`src/rtl/dmem_port_arbiter_pkg.sv`:
```
// dmem_port_arbiter_pkg: shared state encoding and defaults for the data-memory port arbiter
package dmem_port_arbiter_pkg;
  typedef enum logic [1:0] {NORMAL, FORCE_ST, DRAIN} dmem_arb_state_e;
  localparam int DMEM_STARVE_LIMIT = 4;
endpackage

```
`src/rtl/dmem_port_arbiter.sv`:
```
// dmem_port_arbiter: schedules the single-ported data SRAM between execute loads and store-buffer drains
module dmem_port_arbiter
  import dmem_port_arbiter_pkg::*;
#(
  parameter int WORD_SIZE_P    = 16,
  parameter int STARVE_LIMIT_P = DMEM_STARVE_LIMIT
) (
  input  logic                   clk_i,
  input  logic                   reset_i,
  input  logic                   exe_ld_v_i,
  input  logic [WORD_SIZE_P-1:0] exe_ld_addr_i,
  output logic                   ld_grant_o,
  output logic                   ld_data_v_o,
  output logic [WORD_SIZE_P-1:0] ld_data_o,
  input  logic                   sb_st_v_i,
  input  logic [WORD_SIZE_P-1:0] sb_st_addr_i,
  input  logic [WORD_SIZE_P-1:0] sb_st_data_i,
  output logic                   sb_st_yumi_o,
  input  logic                   flush_i,
  input  logic                   drain_req_i,
  output logic                   drain_done_o,
  output logic                   mem_v_o,
  output logic                   mem_w_o,
  output logic [WORD_SIZE_P-1:0] mem_addr_o,
  output logic [WORD_SIZE_P-1:0] mem_wdata_o,
  input  logic [WORD_SIZE_P-1:0] mem_rdata_i
);
  localparam int CW = $clog2(STARVE_LIMIT_P + 1);
  localparam logic [CW-1:0] LIMIT = CW'(STARVE_LIMIT_P);
  dmem_arb_state_e state_q, state_d;
  logic [CW-1:0] starve_cnt_q, starve_cnt_d;
  logic ld_pend_q, ld_pend_d;
  always_ff @(posedge clk_i) begin
    if (reset_i) begin
      state_q      <= NORMAL;
      starve_cnt_q <= '0;
      ld_pend_q    <= 1'b0;
    end else begin
      state_q      <= state_d;
      starve_cnt_q <= starve_cnt_d;
      ld_pend_q    <= ld_pend_d;
    end
  end
  // Starvation is judged on the updated count so the store is forced on the very next cycle.
  always_comb begin
    state_d      = state_q;
    starve_cnt_d = '0;
    case (state_q)
      NORMAL: begin
        starve_cnt_d = sb_st_yumi_o ? '0 :
                       (exe_ld_v_i && sb_st_v_i && starve_cnt_q != LIMIT) ? starve_cnt_q + CW'(1) :
                       starve_cnt_q;
        state_d = drain_req_i ? DRAIN : (starve_cnt_d == LIMIT) ? FORCE_ST : NORMAL;
      end
      FORCE_ST: state_d = drain_req_i ? DRAIN : NORMAL;
      DRAIN:    state_d = sb_st_v_i ? DRAIN : NORMAL;
      default:  state_d = NORMAL;
    endcase
    ld_pend_d = ld_grant_o & ~flush_i;
  end
  always_comb begin
    ld_grant_o   = ~reset_i & exe_ld_v_i &
                   ((state_q == NORMAL) | ((state_q == FORCE_ST) & ~sb_st_v_i));
    sb_st_yumi_o = ~reset_i & sb_st_v_i & ((state_q != NORMAL) | ~exe_ld_v_i);
    mem_v_o      = ld_grant_o | sb_st_yumi_o;
    mem_w_o      = sb_st_yumi_o;
    mem_addr_o   = sb_st_yumi_o ? sb_st_addr_i : ld_grant_o ? exe_ld_addr_i : '0;
    mem_wdata_o  = sb_st_yumi_o ? sb_st_data_i : '0;
    drain_done_o = ~reset_i & (state_q == DRAIN) & ~sb_st_v_i;
    ld_data_v_o  = ~reset_i & ld_pend_q & ~flush_i;
    ld_data_o    = ld_data_v_o ? mem_rdata_i : '0;
  end
endmodule

```
`config.mk`:
```
export PLATFORM = sky130hd
export DESIGN_NAME = dmem_port_arbiter
export DESIGN_NICKNAME = d
export VERILOG_FILES = /design/src/rtl/dmem_port_arbiter_pkg.sv /design/src/rtl/dmem_port_arbiter.sv
export SDC_FILE = /design/constraint.sdc
export NUM_CORES = 1
export LEC_CHECK = 0
export BUFFER_PORTS_ARGS = -buffer_cell sky130_fd_sc_hd__buf_4
export CAP_MARGIN = 0
export CORE_ASPECT_RATIO = 1.1
export CORE_UTILIZATION = 30
export DETAILED_ROUTE_END_ITERATION = 12
export GPL_TIMING_DRIVEN = 0
export HOLD_SLACK_MARGIN = 0.12
export PLACE_DENSITY_LB_ADDON = 0.15
export SLEW_MARGIN = 0
export SYNTH_ARGS = -nofsm -noshare
export SYNTH_HDL_FRONTEND = slang
export SYNTH_SLANG_ARGS = --single-unit
```
`constraint.sdc`:
```
create_clock -name clk_i -period 3.15 [get_ports clk_i]
set_clock_uncertainty 0.15 [all_clocks]
set_input_delay 0.4725 -clock clk_i [delete_from_list [all_inputs] [get_ports clk_i]]
set_output_delay 0.4725 -clock clk_i [all_outputs]
set_load 0.05 [all_outputs]
```
==> out/qor.csv <==
stage,metric,value,unit
cells_and_area,Layout Nets,297,
power,Switching Fraction,41.95,%
die,initial core utilization,32.47,%
logic_synthesis,Area contributors post-synth,"and2_1 28%, a22o_1 19%, dfxtp_1 16%",
logic_synthesis,syn_area_per_cell,7.686,um2
timing,RSZ-0062 raised after global routing,false,
clock_network,Post-CTS Hold Buffers,0,
cells_and_area,most frequent cells in the layout,"123 x buf_4, 34 x and2_1, 16 x a22o_1",
die,die width,49.78,um
placement,Final HPWL DP,2.642,mm
worst_setup_path,Slowest Stage Delay on Critical Path,0.44,ns
min_path,hold path depth,2,
route,Routed Antenna Nets,0,
route,initial DRC count,15,
route,# DRC,0,
power,overall power,0.0004009,W
clock_network,"Setup Fix Bufs, Post-CTS",0,
logic_synthesis,Synth Area in Simple Gates,40.53,%
timing,Fin Setup TNS,0,ns
logic_synthesis,complex-gate fraction of the synthesized area,31.40,%
timing,final hold vios,0,
worst_setup_path,CP endpoint kind,output pin,
global_route,first-pass GRT wire length,4.284,mm
die,Rows,18,
global_route,initial antenna violation count,0,
power,Pleak,0.9494,nW
logic_synthesis,Synth top area share,28.24,%
timing,min Tclk post-route,2.571,ns
clock_network,Root Buffer,clkbuf_4,
cells_and_area,# diodes,0,
min_path,hold crit path type,primary input to register,
logic_synthesis,adder-cell share of the synthesized area,3.322,%
clock_network,CTS Buffer Depth,2,
logic_synthesis,Yosys top cell by area,and2_1,
clock_network,"Clk Latency, worst-skew pair",0.24,ns
worst_setup_path,Worst Path Arrival,1.95,ns
power,Clock power frac,16.8,%
power,NetSw,0.0001682,W
timing,Pins Over Slew Limit,0,
logic_synthesis,Mapped Cells,98,
worst_setup_path,CP max FO,10,
power,Max IR drop VDD,167.1,uV
clock_network,CTS tree,built,
clock_network,cts bufs inserted,3,
clock_network,CTS resizes,0,
timing,setup ws final,0.5787,ns
timing,maximum clock frequency,388.9,MHz
clock_network,H-tree depth,1,
global_route,number of global-route vias before repair,1036,
global_route,GRT Residual Overflow,0,
route,DR vias,1191,
logic_synthesis,mux cell area share after synthesis,1.329,%
die,die height,54.56,um
clock_network,CTS sink cnt,6,
placement,gpl congestion,0.7135,
global_route,pin count of the biggest net entering global routing,12,
logic_synthesis,synthesized net count,170,
cells_and_area,share of cells above drive strength 1,59.19,%
route,Wirelength per Cell,12.08,um
logic_synthesis,largest family of logic cells by synthesized area,simple AND/OR/NAND/NOR gates,
timing,Worst-Margin Slew,0.6052,ns
logic_synthesis,synthesized cell area,753.2,um2
logic_synthesis,XOR/XNOR share of the synthesized area,0,%
cells_and_area,Fillers,185,
global_route,all-layer global routing usage,20.61,%
placement,IO buf count,122,
worst_setup_path,cells along the critical path,"nor2_1, a21oi_1, clkbuf_1, a22o_1, buf_4",
route,First-pass DRT Iterations,4,
cells_and_area,synthesis-to-layout area growth,129.6,%
placement,pre-CTS setup slack,0.6042,ns
logic_synthesis,YS warnings,0,
power,Comb pwr share,63.0,%
route,Total Wirelength,3.055,mm
cells_and_area,Final Cell Area,0.001729,mm2
clock_network,Worst-path clk slew,0.04,ns
die,IO Count,124,
worst_setup_path,Worst EP required,2.53,ns
power,sequential power share,20.2,%
timing,Rel. slew slack,59.57,%
route,Avg Vias per Cell,4.708,
worst_setup_path,crit path max-delay cell type,dfxtp_1,
job,# Max-Cap Violations,0,
logic_synthesis,Seq cells post-synth,6,
power,Pint,0.0002327,W
power,power per cell area,231.8,mW/mm2
outcome,status,"complete, no violations",
logic_synthesis,post-synth cell types,28,
die,Die ar.,0.002715,mm2
worst_setup_path,startpoint types,register,
worst_setup_path,r2r worst-path depth,3,
worst_setup_path,WS Path Type,register to output pin,
cells_and_area,"commonest non-fill, non-tap cell in the layout",buf_4,
placement,Placed Area,0.001707,mm2
timing,period utilisation layout,81.63,%
logic_synthesis,register area share after synthesis,15.95,%
die,core box area,0.002320,mm2
timing,Setup Viol. Count Final,0,
[area by class of cell]
cell class | count | area [um2] | share of cell area [%]
Clock buffer | 3 | 22.52 | 1.302
Tap cell | 30 | 37.54 | 2.171
Multi-Input combinational cell | 81 | 576.8 | 33.36
Buffer | 7 | 41.29 | 2.388
Timing Repair Buffer | 122 | 915.9 | 52.97
Inverter | 4 | 15.01 | 0.8683
Sequential cell | 6 | 120.1 | 6.946
[power groups by stage]
stage / clock (W) / sequential [W] / combinational [W]
after floorplan: 0 / 0.0000818 / 0.000140
after global placement: 0 / 0.0000820 / 0.000249
after detailed placement: 0 / 0.0000823 / 0.000253
after CTS: 0.0000699 / 0.0000810 / 0.000254
after global routing: 0.0000734 / 0.0000812 / 0.000265
final: 0.0000675 / 0.0000810 / 0.000252
[worst paths after layout]
| kind | startpoint | to | slack (ns) |
|---|---|---|---|
| setup / recovery | state_q[1]$_SDFF_PP0_ | mem_addr_o[14] | 0.58 |
| hold / removal | reset_i | state_q[1]$_SDFF_PP0_ | 0.31 |
| setup reg to reg | state_q[0]$_SDFF_PP0_ | ld_pend_q$_SDFF_PP0_ | 1.59 |
| hold reg to reg | starve_cnt_q[1]$_SDFF_PP0_ | starve_cnt_q[1]$_SDFF_PP0_ | 0.35 |
[synthesized netlist by cell type]
cell and number:
a21oi_1 3, a2111oi_4 1, nand4_1 1, buf_2 3
a311oi_1 1, o22ai_1 1, o21ai_0 2, inv_1 4
or2_2 1, a211o_1 1, nand2b_1 2, nand3_1 3
nor3b_1 1, mux2i_1 1, a2111o_1 1, nand2_1 3
clkbuf_1 2, and2b_1 1, nor2_1 3, a22o_1 16
ha_1 2, dfxtp_1 6, nor2b_1 1, buf_6 1
buf_4 1, nor4b_1 1, and2_1 34, o2111ai_1 1
[critical path: cells and delay by family (launching register included)]
family | cells | cell delay [ns]
compound gates | 2 | 0.62
buf+inv | 2 | 0.54
flops | 1 | 0.44
simple gates | 1 | 0.10
[kinds of logic (layout without fill, tap and decap cells)]
logic type | after synthesis | in the layout
fa+ha+maj | 2 | 2
mux | 1 | 1
flops | 6 | 6
simple gates | 51 | 51
buf+inv | 11 | 136
compound gates | 27 | 27
[registers in the layout, summed over array words and instances (netlist names)]
signal / cells
ld_pend_q: 1
starve_cnt_q: 3
state_q: 2
[per-layer routing]
metal | part of all wire, % | track usage, %
met1 | 35 | 20.10
met2 | 55 | 41.89
met3 | 9.7 | 4.444
met4 | 0.85 | 9.524
met5 | 0 | 0
[per-stage QoR]
stage | instances | utilization (%) | hold slack, ns
2_1_floorplan | 98 | - | 0.3204
3_3_place_gp | 250 | 73.57 | 0.3394
3_5_place_dp | 250 | 73.57 | 0.3412
4_1_cts | 253 | 74.54 | 0.3020
5_1_grt | 253 | 74.54 | 0.3107
6_report | 253 | 74.54 | 0.3076
Power figures use the tool's default switching activity.
